`src/rtl/channel_scan_mask_8x4.sv`:
```
`default_nettype none
// ============================================================================
// Module      : channel_scan_mask_8x4
// Description : Time-multiplexing scanner for the 8-way, 4-bit OR-reduction
//               stage. A start request snapshots eight 4-bit channels. The
//               block then presents them one at a time, each for DWELL
//               cycles. On the 32-bit output bus only the selected channel's
//               nibble can be non-zero.
//
// Parameters  : DWELL      cycles each channel is presented (1..16)
//
// Ports       : clk        rising-edge clock
//               rst_n      synchronous active-low reset
//               start      frame request, honoured only while idle
//               stop       abort request, honoured in any state
//               loop       at end of frame: 1 = recapture and rescan,
//                          0 = return to idle
//               din        channel k on din[4k+3:4k]
//               masked     snapshot nibble of presented channel, else 0
//               sel        one-hot presented channel, 0 when idle
//               ch         binary index of presented channel, 0 when idle
//               busy       high while scanning
//               frame_done one-cycle pulse after each completed frame
//
// Revision    : 1.0  initial release
// ============================================================================
module channel_scan_mask_8x4 #(
    parameter int DWELL = 4
) (
    input  logic        clk,
    input  logic        rst_n,
    input  logic        start,
    input  logic        stop,
    input  logic        loop,
    input  logic [31:0] din,
    output logic [31:0] masked,
    output logic [7:0]  sel,
    output logic [2:0]  ch,
    output logic        busy,
    output logic        frame_done
);

    localparam logic [0:0] S_IDLE = 1'b0;
    localparam logic [0:0] S_SCAN = 1'b1;

    // Terminal value of the dwell counter for one channel slot.
    localparam logic [3:0] c_DWELL_LAST = 4'(DWELL - 1);

    logic [0:0]  r_state;
    logic [31:0] r_snap;
    logic [2:0]  r_ch;
    logic [3:0]  r_dcnt;
    logic        r_frame_done;

    logic        w_scan;
    logic [4:0]  w_shift;

    always_ff @(posedge clk) begin
        if (!rst_n) begin
            r_state      <= S_IDLE;
            r_snap       <= 32'h0;
            r_ch         <= 3'd0;
            r_dcnt       <= 4'd0;
            r_frame_done <= 1'b0;
        end else begin
            // frame_done is a pulse: it is set only on the end-of-frame edge.
            r_frame_done <= 1'b0;
            case (r_state)
                S_IDLE: begin
                    if (start && !stop) begin
                        r_snap  <= din;
                        r_ch    <= 3'd0;
                        r_dcnt  <= 4'd0;
                        r_state <= S_SCAN;
                    end
                end
                S_SCAN: begin
                    if (stop) begin
                        // Abort wins over everything, including the final
                        // cycle of a frame, so no frame_done is produced.
                        r_state <= S_IDLE;
                        r_snap  <= 32'h0;
                        r_ch    <= 3'd0;
                        r_dcnt  <= 4'd0;
                    end else if (r_dcnt != c_DWELL_LAST) begin
                        r_dcnt <= r_dcnt + 4'd1;
                    end else if (r_ch != 3'd7) begin
                        r_ch   <= r_ch + 3'd1;
                        r_dcnt <= 4'd0;
                    end else begin
                        r_frame_done <= 1'b1;
                        r_ch         <= 3'd0;
                        r_dcnt       <= 4'd0;
                        if (loop) begin
                            // Back-to-back frame: recapture with no gap.
                            r_snap <= din;
                        end else begin
                            r_state <= S_IDLE;
                            r_snap  <= 32'h0;
                        end
                    end
                end
                default: begin
                    r_state <= S_IDLE;
                end
            endcase
        end
    end

    // Outputs are pure decodes of registered state.
    assign w_scan     = (r_state == S_SCAN);
    assign w_shift    = {r_ch, 2'b00};
    assign masked     = w_scan ? (r_snap & (32'h0000_000F << w_shift)) : 32'h0;
    assign sel        = w_scan ? (8'h01 << r_ch) : 8'h00;
    assign ch         = r_ch;
    assign busy       = w_scan;
    assign frame_done = r_frame_done;

endmodule
`default_nettype wire

```
`config.mk`:
```
export PLATFORM = sky130hd
export DESIGN_NAME = channel_scan_mask_8x4
export DESIGN_NICKNAME = d
export VERILOG_FILES = /design/src/rtl/channel_scan_mask_8x4.sv
export SDC_FILE = /design/constraint.sdc
export NUM_CORES = 1
export LEC_CHECK = 0
export CAP_MARGIN = 40
export CORE_MARGIN = 10
export CORE_UTILIZATION = 60
export CTS_BUF_LIST = sky130_fd_sc_hd__clkbuf_2 sky130_fd_sc_hd__clkbuf_4 sky130_fd_sc_hd__clkbuf_8
export CTS_CLUSTER_SIZE = 40
export DETAILED_ROUTE_END_ITERATION = 10
export DONT_BUFFER_PORTS = 1
export PLACE_DENSITY = 0.73
export SLEW_MARGIN = 25
export SYNTH_ARGS = -nofsm -noshare
export SYNTH_HDL_FRONTEND = slang
export SYNTH_SLANG_ARGS = --single-unit
export TNS_END_PERCENT = 5
```
`constraint.sdc`:
```
create_clock -name clk -period 2.05 [get_ports clk]
set_clock_uncertainty 0.15 [all_clocks]
set_input_delay 0.41 -clock clk [delete_from_list [all_inputs] [get_ports clk]]
set_output_delay 0.41 -clock clk [all_outputs]
set_load 0.005 [all_outputs]
```
==> qor.yml, run 1 <==
antenna_found_initial: 0
synth.ff_latch_count: 41
rsz0062_at_grt: "yes"
via_per_inst: 5.92
track_usage_pct: 16.3
ys_types: 32
rrSetupSlack_ns: 0.16
crit_top_cell: "ha_2"
die_h_microns: 77.1
antenna_cells: 0
slowest_delay_ns: 0.41
critPathMaxFanout: 6
slowest_stage: "dfxtp_4"
mappedNetlistNets: 287
crit_type: "register to primary output"
area_delta_synth_final_pct: 9.85
p_sw_share_pct: 22.8
fin_util_pct: 69.8
met3_length_microns: 554
power.total_w: 0.00153
cp.required_ns: 1.49
hp-class: "primary input to register"
grt_pass1_vias: 1523
grt_max_degree: 41
grt_overflow: 0
cts_root_buf: "clkbuf_4"
fin_crit_sh_pct: 97.6
worst-path-buf-inv: 0
worstMarginPinSlew_ns: 0.307
dpl-instance-area_sq_mm: 0.00199
regArea_sq_um: 831
die_w_microns: 77.1
wl_met1_microns: 1920
wl_met2_microns: 2620
clkTransAtPathRegs_ns: 0.12
path_cells: "ha_2, ha_2, and3_1"
insertion_delay_ns: 0.35
grt_first_pass_wirelength_microns: 7980
multi_input_area_sq_mm: 0.00109
max_cap_violations: 0
hold_viol: 0
nets: 283
design_area_sq_mm: 0.00215
cp_top_family: "adder cells"
syn_avg_cell_area_sq_um: 8.08
clk_path_buf_depth: 2
start_util_pct: 63.5
dr.max_layer_used: "met4"
end_kind: "primary output"
cts_htree_levels: 2
ys_seq_area_share_pct: 42.0
p_sw_w: 0.000349
drt_first_pass_iters: 4
slew_violations: 0
finalSetupViolCount: 0
static-leakage-power_nw: 0.866
dpl.hpwl_microns: 3690
critical_path_arrival_ns: 1.44
max-slew-margin-rel_pct: 79.6
cts_sinks: 41
startpoint_type: "register"
seqPwrFrac_pct: 55.8
power_density_mw_per_mm2: 713
status: "finished, final reports clean"
cts_made_buffers: 5
fp-row-count: 20
die-area_sq_mm: 0.00594
io_pins: 82
drcViolationCount: 0
synthesis.area_sq_mm: 0.00196
path_depth: 3
hold_path_depth: 2
drtIter0Drc: 100
fp.coreArea_sq_mm: 0.00308
avgRoutedWirePerCell_microns: 18.1
antenna_left: 0
cts_tree: "built"
stdcell_count: 283
fmax_ghz: 0.500
clockPowerShare_pct: 36.9
place.gp.congestion: 0.773
syn_inst: 242
ir_worst_vdd_mv: 0.464
power_frac_comb_pct: 7.3
period_minus_slack_ns: 2.00
fill_cells: 266
drive_above_1_share_pct: 13.8
portBuffers: 0
power.internal_w: 0.00118
yosys_warnings: 0
r2r_cells: 6
dp_cells: 275
wirelength_microns: 5120
vias: 1676
[through the flow]
stage	setup slack [ns]	TNS (ns)	hold WS [ns]
2_1_floorplan	0.257	0	0.274
3_3_place_gp	0.255	0	0.281
3_5_place_dp	0.175	0	0.295
4_1_cts	-0.0186	-0.0587	0.0263
5_1_grt	-0.0169	-0.0242	0.0176
6_report	0.0485	0	0.0337
[cells in the mapped netlist]
cell / count / share of area (%)
buf_6: 3 / 1.7
o211ai_1: 1 / 0.38
nor2_1: 4 / 0.77
a22oi_1: 1 / 0.38
o2bb2ai_1: 1 / 0.45
nor3b_1: 1 / 0.38
clkbuf_2: 3 / 0.77
ha_1: 8 / 5.1
or3b_2: 1 / 0.45
xnor2_1: 1 / 0.45
or3b_4: 1 / 0.58
o21ai_0: 30 / 7.7
a21boi_1: 1 / 0.38
a22o_1: 1 / 0.45
and2_1: 16 / 5.1
o21ai_1: 4 / 1.0
nand3_1: 36 / 9.2
nand3b_1: 1 / 0.38
buf_2: 1 / 0.26
and2b_1: 1 / 0.38
and3_1: 24 / 7.7
mux2_2: 1 / 0.58
dfxtp_1: 41 / 42
inv_1: 6 / 1.2
a21oi_1: 2 / 0.51
nor2b_1: 3 / 0.96
o211ai_4: 1 / 1.1
nor3_1: 1 / 0.26
clkbuf_1: 9 / 1.7
nand2_1: 36 / 6.9
mux2i_1: 1 / 0.51
nand2b_1: 1 / 0.32
[registers in the layout (all words and copies together), names as in the netlist]
| register | flops |
|---|---|
| frame_done | 1 |
| r_dcnt | 4 |
| busy | 1 |
| r_snap | 32 |
| ch | 3 |
[power groups by stage]
stage               Sequential, W  Combinational (W)  Clock, W
floorplan                0.000867           0.000101         0
global placement         0.000872           0.000105         0
detailed placement       0.000874           0.000111         0
CTS                      0.000855           0.000112  0.000570
global route             0.000860           0.000128  0.000609
finish                   0.000854           0.000112  0.000566
[worst paths after layout]
kind / end / startpoint
setup reg to reg: r_snap[6] / r_dcnt[0]
hold / removal: r_dcnt[3] / rst_n
setup / recovery: masked[31] / ch[1]
hold reg to reg: r_snap[4] / r_snap[4]
[timing repair]
item / in CTS / in global routing
endpoints found under the setup margin: 28 / 21
setup buffers: 0 / 0
hold buffers: 0 / 0
resized for setup: 12 / 11
[worst register-to-register path, stage by stage, from the launching register on]
cell and delay (ns):
dfxtp_1 0.40, ha_1 0.23, or3b_4 0.42, o211ai_4 0.24, buf_12 0.21, nand3_1 0.09, o21ai_0 0.09
[layer usage]
layer | up-vias | global-route usage (%)
met3 | 4 | 8.74
met1 | 793 | 18.2
met2 | 63 | 26.6
li1 | 816 | -
met4 | 0 | 4.38
met5 | - | 0
[cells in the final DEF (no fill, tap or decap), drive strengths merged, types with 2 or more instances in the layout]
| cell | count |
|---|---|
| inv | 6 |
| a21oi | 2 |
| or3b | 2 |
| ha | 8 |
| nand2 | 36 |
| o21ai | 34 |
| buf | 5 |
| nor2b | 3 |
| o211ai | 2 |
| and2 | 16 |
| nand3 | 36 |
| clkbuf | 7 |
| dfxtp | 41 |
| and3 | 24 |
| nor2 | 4 |
[cell type report]
type / instances / area share, %
repair buffers: 5 / 2.91
clock buffers: 7 / 2.74
clock inverters: 1 / 1.40
well taps: 44 / 2.56
inverters: 6 / 1.05
flip-flops and latches: 41 / 38.7
multi-input cells: 179 / 50.7
[cells by family after synthesis]
kind of cell	Yosys count	synth area share, %
AO/OA/AOI/OAI	42	12.3
buffers and inverters	22	5.63
XOR/XNOR	1	0.448
multiplexers	2	1.09
AND/OR/NAND/NOR	126	33.4
adder cells (fa/ha/maj)	8	5.12
flip-flops	41	42.0
No activity file was read; power rests on OpenSTA's default activity.
==> run 2, diff against run 1 <==
CORE_UTILIZATION = 44   (was 60)
DONT_BUFFER_PORTS = not set   (was 1)
PLACE_DENSITY = 0.79   (was 0.73)
==> run 2 against run 1 <==
The flow now finishes with violations (setup timing). Routed wire length is 20% higher. Cell count is 40% higher. Via count is 21% higher.
==> qor.yml, run 2 (synthesis gave the netlist of run 1 again) <==
status: "finished with violations"
violations: "setup timing"
slowest_delay_ns: 0.38
rrSetupSlack_ns: 0.15
place.gp.congestion: 0.759
fp-row-count: 24
cts_htree_levels: 2
clk_path_buf_depth: 2
max-slew-margin-rel_pct: 78.8
avgRoutedWirePerCell_microns: 15.6
whs_endpoint: "r_snap[5]"
vias: 2035
max_cap_violations: 0
wirelength_microns: 6150
period_minus_slack_ns: 2.10
power.total_w: 0.00174
startpoint_type: "register"
end_kind: "primary output"
clockPowerShare_pct: 38.5
power.internal_w: 0.00133
cts_hold_buf: 0
fp.coreArea_sq_mm: 0.00432
static-leakage-power_nw: 1.42
fmax_ghz: 0.477
fin_crit_sh_pct: 102
p_sw_w: 0.000410
cts_root_buf: "clkbuf_8"
ir_worst_vdd_mv: 0.556
fill_cells: 354
grt_max_degree: 33
grt_overflow: 0
start_util_pct: 45.2
antenna_left: 0
critPathLaunch: "ch[1]"
antenna_cells: 0
nets: 387
clkTransAtPathRegs_ns: 0.09
critPathMaxFanout: 5
area_delta_synth_final_pct: 59.2
crit_top_cell: "ha_4"
finalSetupViolCount: 5
insertion_delay_ns: 0.30
die-area_sq_mm: 0.00751
hold_path_depth: 2
io_pins: 82
drtIter0Drc: 98
fin_util_pct: 72.0
largest_register_ffs: 32
cp.required_ns: 1.49
drt_first_pass_iters: 4
dpl.hpwl_microns: 4340
layout_common_cells: "clkdlybuf4s50_1, dfxtp_1, nand3_1, nand2_1, o21ai_0"
die_h_microns: 86.7
critical_path_arrival_ns: 1.54
cts_made_buffers: 5
timing.rr.start: "ch[1]"
portBuffers: 81
design_area_sq_mm: 0.00311
hp-class: "register to register"
path_cells: "ha_4, buf_4, ha_4, and3_1, clkdlybuf4s15_1"
cp_top_family: "flip-flops"
slowest_stage: "dfxtp_4"
worst-path-buf-inv: 2
slew_violations: 0
crit_type: "register to primary output"
power_density_mw_per_mm2: 559
largest_register: "r_snap"
dpl-instance-area_sq_mm: 0.00295
r2r_cells: 9
final_common_cell: "clkdlybuf4s50_1"
power_frac_comb_pct: 12.7
reg2reg_to: "r_snap[12]"
fin_ws_ns: -0.0474
drive_above_1_share_pct: 22.7
cts_sinks: 41
p_sw_share_pct: 23.5
hold_viol: 0
preCtsSetupSlack_ns: -0.116
hp-start: "r_snap[5]"
rsz0062_at_grt: "yes"
via_per_inst: 5.15
grt_first_pass_wirelength_microns: 9600
die_w_microns: 86.7
cts_tree: "built"
seqPwrFrac_pct: 48.8
worstMarginPinSlew_ns: 0.318
grt_pass1_vias: 1993
antenna_found_initial: 0
drcViolationCount: 0
track_usage_pct: 15.7
==> run 2: changes by cell type in the layout (fill, tap and decap cells not counted), sizes merged <==
cell           previous run  this run
dlymetal6s2s              0         2
clkbuf                    7        19
clkdlybuf4s15             0        10
clkdlybuf4s50             0        40
dlygate4sd2               0        12
clkinv                    0         1
buf                       5        32
==> run 2: layer usage <==
metal | wire [microns] | up-vias | GRT usage [%]
met5 | 0 | - | 0
met4 | 86 | 0 | 4.86
met3 | 432 | 10 | 5.72
met2 | 3090 | 72 | 28.2
met1 | 2540 | 926 | 16.7
li1 | - | 1027 | -
==> run 2: area by class of cell <==
| type | instances | area [sq um] | share of cell area [%] |
|---|---|---|---|
| Sequential cell | 41 | 833 | 26.8 |
| Clock inverter | 2 | 38.8 | 1.25 |
| Inverter | 6 | 25.0 | 0.804 |
| Clock buffer | 6 | 76.3 | 2.45 |
| Tap cell | 52 | 65.1 | 2.09 |
| Multi-Input combinational cell | 179 | 1110 | 35.6 |
| Timing Repair Buffer | 109 | 967 | 31.1 |
==> run 2: per-stage QoR <==
stage / setup TNS (ns) / std cells / hold WS, ns
global route: -0.497 / 395 / 0.318
finish: -0.0875 / 395 / 0.299
detailed placement: -4.22 / 381 / 0.287
global placement: -2.75 / 381 / 0.281
floorplan: 0 / 242 / 0.274
CTS: -0.566 / 394 / 0.298
==> run 2: what timing repair did <==
action / in CTS / in global routing
resized for setup: 85 / 34
gates cloned: 1 / 0
buffers inserted: 4 / 1
setup endpoints to repair: 40 / 40
pin swaps: 1 / 1
==> run 2: how the worst max path moves through the flow <==
stage          slack [ns]  depth (start not counted)          to
2_1_floorplan        0.26                          5   r_snap[0]
3_3_place_gp        -0.08                          4  masked[29]
3_5_place_dp        -0.12                          4  masked[28]
4_1_cts             -0.18                          4  masked[13]
5_1_grt              -0.1                          5  masked[30]
6_report            -0.05                          5  masked[30]
==> run 2: power groups by stage <==
stage | Sequential [W] | Clock [W] | Combinational, W
final | 0.000850 | 0.000670 | 0.000222
after global routing | 0.000854 | 0.000714 | 0.000243
after CTS | 0.000850 | 0.000676 | 0.000220
after detailed placement | 0.000872 | 0 | 0.000218
after global placement | 0.000870 | 0 | 0.000215
after floorplan | 0.000867 | 0 | 0.000101
==> run 2: worst reg2reg max path, cell delays in order, from the launching register on <==
cell,delay (ns)
dfxtp_4,0.39
ha_4,0.16
buf_4,0.10
ha_1,0.15
nand2_2,0.07
buf_4,0.15
o211ai_4,0.28
buf_4,0.22
nand3_1,0.07
o21ai_0,0.08
==> run 3, diff against run 2 <==
--- a/constraint.sdc
+++ b/constraint.sdc
@@ -4,2 +4,2 @@
 set_output_delay 0.41 -clock clk [all_outputs]
-set_load 0.005 [all_outputs]
+set_load 0.01 [all_outputs]
==> run 3 against run 2 <==
The run still ends with setup timing left. Clock-buffer cell count stayed put. Critical path depth stayed put. Hold slack better by 0.0018 ns. Via count is 0.29% lower. Core utilization is 1.2 points lower. Routed wire length is 5.5% lower. First-iteration DRC count is 33% higher. Global-route usage is 0.60 points lower. Largest cell class unchanged. Clock power hardly changed.
==> qor.yml, run 3 (synthesis gave the netlist of run 1 again) <==
status: "finished with violations"
violations: "setup timing"
track_usage_pct: 15.1
grt_overflow: 0
dpl-instance-area_sq_mm: 0.00294
rsz0062_at_grt: "yes"
drt_first_pass_iters: 4
whs_endpoint: "r_snap[5]"
antenna_found_initial: 0
power_density_mw_per_mm2: 569
slew_violations: 0
largest_register: "r_snap"
worstMarginPinSlew_ns: 0.302
grt_first_pass_wirelength_microns: 9490
final.setup.tns_ns: -0.000792
design_area_sq_mm: 0.00306
place.gp.congestion: 0.825
nets: 382
antenna_cells: 0
antenna_left: 0
worst-path-buf-inv: 2
cts_htree_levels: 2
io_pins: 82
max_cap_violations: 0
start_util_pct: 45.2
die_h_microns: 86.7
dpl.hpwl_microns: 4360
via_per_inst: 5.20
power_frac_comb_pct: 12.6
crit_type: "register to primary output"
cp.required_ns: 1.49
period_minus_slack_ns: 2.05
final_common_cell: "clkdlybuf4s50_1"
hold_viol: 0
hold_path_depth: 2
drcViolationCount: 0
die_w_microns: 86.7
hp-class: "register to register"
fp-row-count: 24
startpoint_type: "register"
end_kind: "primary output"
finalSetupViolCount: 1
vias: 2029
static-leakage-power_nw: 1.32
hp-start: "r_snap[5]"
area_delta_synth_final_pct: 56.6
clk_path_buf_depth: 2
power.total_w: 0.00174
grt_pass1_vias: 1953
p_sw_w: 0.000393
seqPwrFrac_pct: 48.9
reg2reg_to: "r_snap[12]"
preCtsSetupSlack_ns: -0.182
cp_top_family: "flip-flops"
critical_path_arrival_ns: 1.49
path_cells: "inv_2, ha_2, and3_4, and2_1, clkdlybuf4s15_2"
die-area_sq_mm: 0.00751
cts_tree: "built"
fp.coreArea_sq_mm: 0.00432
timing.rr.start: "r_dcnt[0]"
fmax_ghz: 0.488
layout_common_cells: "clkdlybuf4s50_1, dfxtp_1, nand2_1, nand3_1, o21ai_0"
holdWs_ns: 0.301
fin_crit_sh_pct: 100
rrSetupSlack_ns: 0.14
portBuffers: 81
r2r_cells: 6
cts_root_buf: "clkbuf_8"
drive_above_1_share_pct: 21.3
cts_made_buffers: 5
largest_register_ffs: 32
cts_sinks: 41
p_sw_share_pct: 22.6
max-slew-margin-rel_pct: 79.9
slowest_stage: "dfxtp_4"
cts_hold_buf: 0
avgRoutedWirePerCell_microns: 14.9
critPathMaxFanout: 5
fin_ws_ns: -0.000792
ir_worst_vdd_mv: 0.456
power.internal_w: 0.00135
insertion_delay_ns: 0.29
clkTransAtPathRegs_ns: 0.08
critPathLaunch: "ch[0]"
drtIter0Drc: 130
clockPowerShare_pct: 38.5
wirelength_microns: 5810
grt_max_degree: 33
slowest_delay_ns: 0.38
-- run 3: changes by cell type in the layout (fill, tap and decap cells not counted), sizes merged --
cell           previous run  this run
clkdlybuf4s15            10        21
clkdlybuf4s50            40        41
clkbuf                   19        10
buf                      32        35
dlymetal6s2s              2         0
clkinv                    1         0
clkinvlp                  0         1
dlygate4sd2              12         3
-- run 3: worst register-to-register path, delay by kind of cell (launching register included) --
family                   cells  cell delay, ns
AND/OR/NAND/NOR              2            0.51
flip-flops                   1            0.38
AO/OA/AOI/OAI                2            0.36
adder cells (fa/ha/maj)      1            0.22
buffers and inverters        1            0.21
-- run 3: what timing repair did --
item	4_1_cts	5_1_grt
gates resized for setup	110	20
gates cloned	0	1
endpoints found under the setup margin	40	32
buffers inserted	0	1
-- run 3: final cells by class --
type | count | area [sq um]
fill | 370 | 1260
multi-input combinational | 179 | 1080
timing repair buffer | 104 | 942
sequential | 41 | 831
clock buffer | 6 | 82.6
tap | 52 | 65.1
clock inverter | 2 | 37.5
inverter | 6 | 22.5
-- run 3: worst max path at each step --
| stage | slack (ns) | depth (start not counted) | to |
|---|---|---|---|
| detailed placement | -0.18 | 4 | masked[31] |
| finish | -0.0008 | 5 | masked[18] |
| global placement | -0.13 | 4 | masked[29] |
| global route | -0.07 | 4 | masked[15] |
| floorplan | 0.26 | 5 | r_snap[0] |
| CTS | -0.05 | 5 | masked[26] |
-- run 3: power by group through the flow --
stage / combinational (W) / clock [W] / sequential [W]
finish: 0.000220 / 0.000671 / 0.000851
global route: 0.000242 / 0.000724 / 0.000857
detailed placement: 0.000218 / 0 / 0.000873
floorplan: 0.000101 / 0 / 0.000868
CTS: 0.000219 / 0.000684 / 0.000851
global placement: 0.000214 / 0 / 0.000870
-- run 3: metal layers --
metal	track usage (%)	share of wire, %
met1	17.4	41
met2	25.4	49
met3	5.91	8.9
met4	4.12	0.93
met5	0	0
-- run 3: through the flow --
stage,util [%],cells
5_1_grt,70.8,390
3_5_place_dp,68.1,380
2_1_floorplan,-,242
6_report,70.8,390
4_1_cts,71.5,388
3_3_place_gp,68.1,380
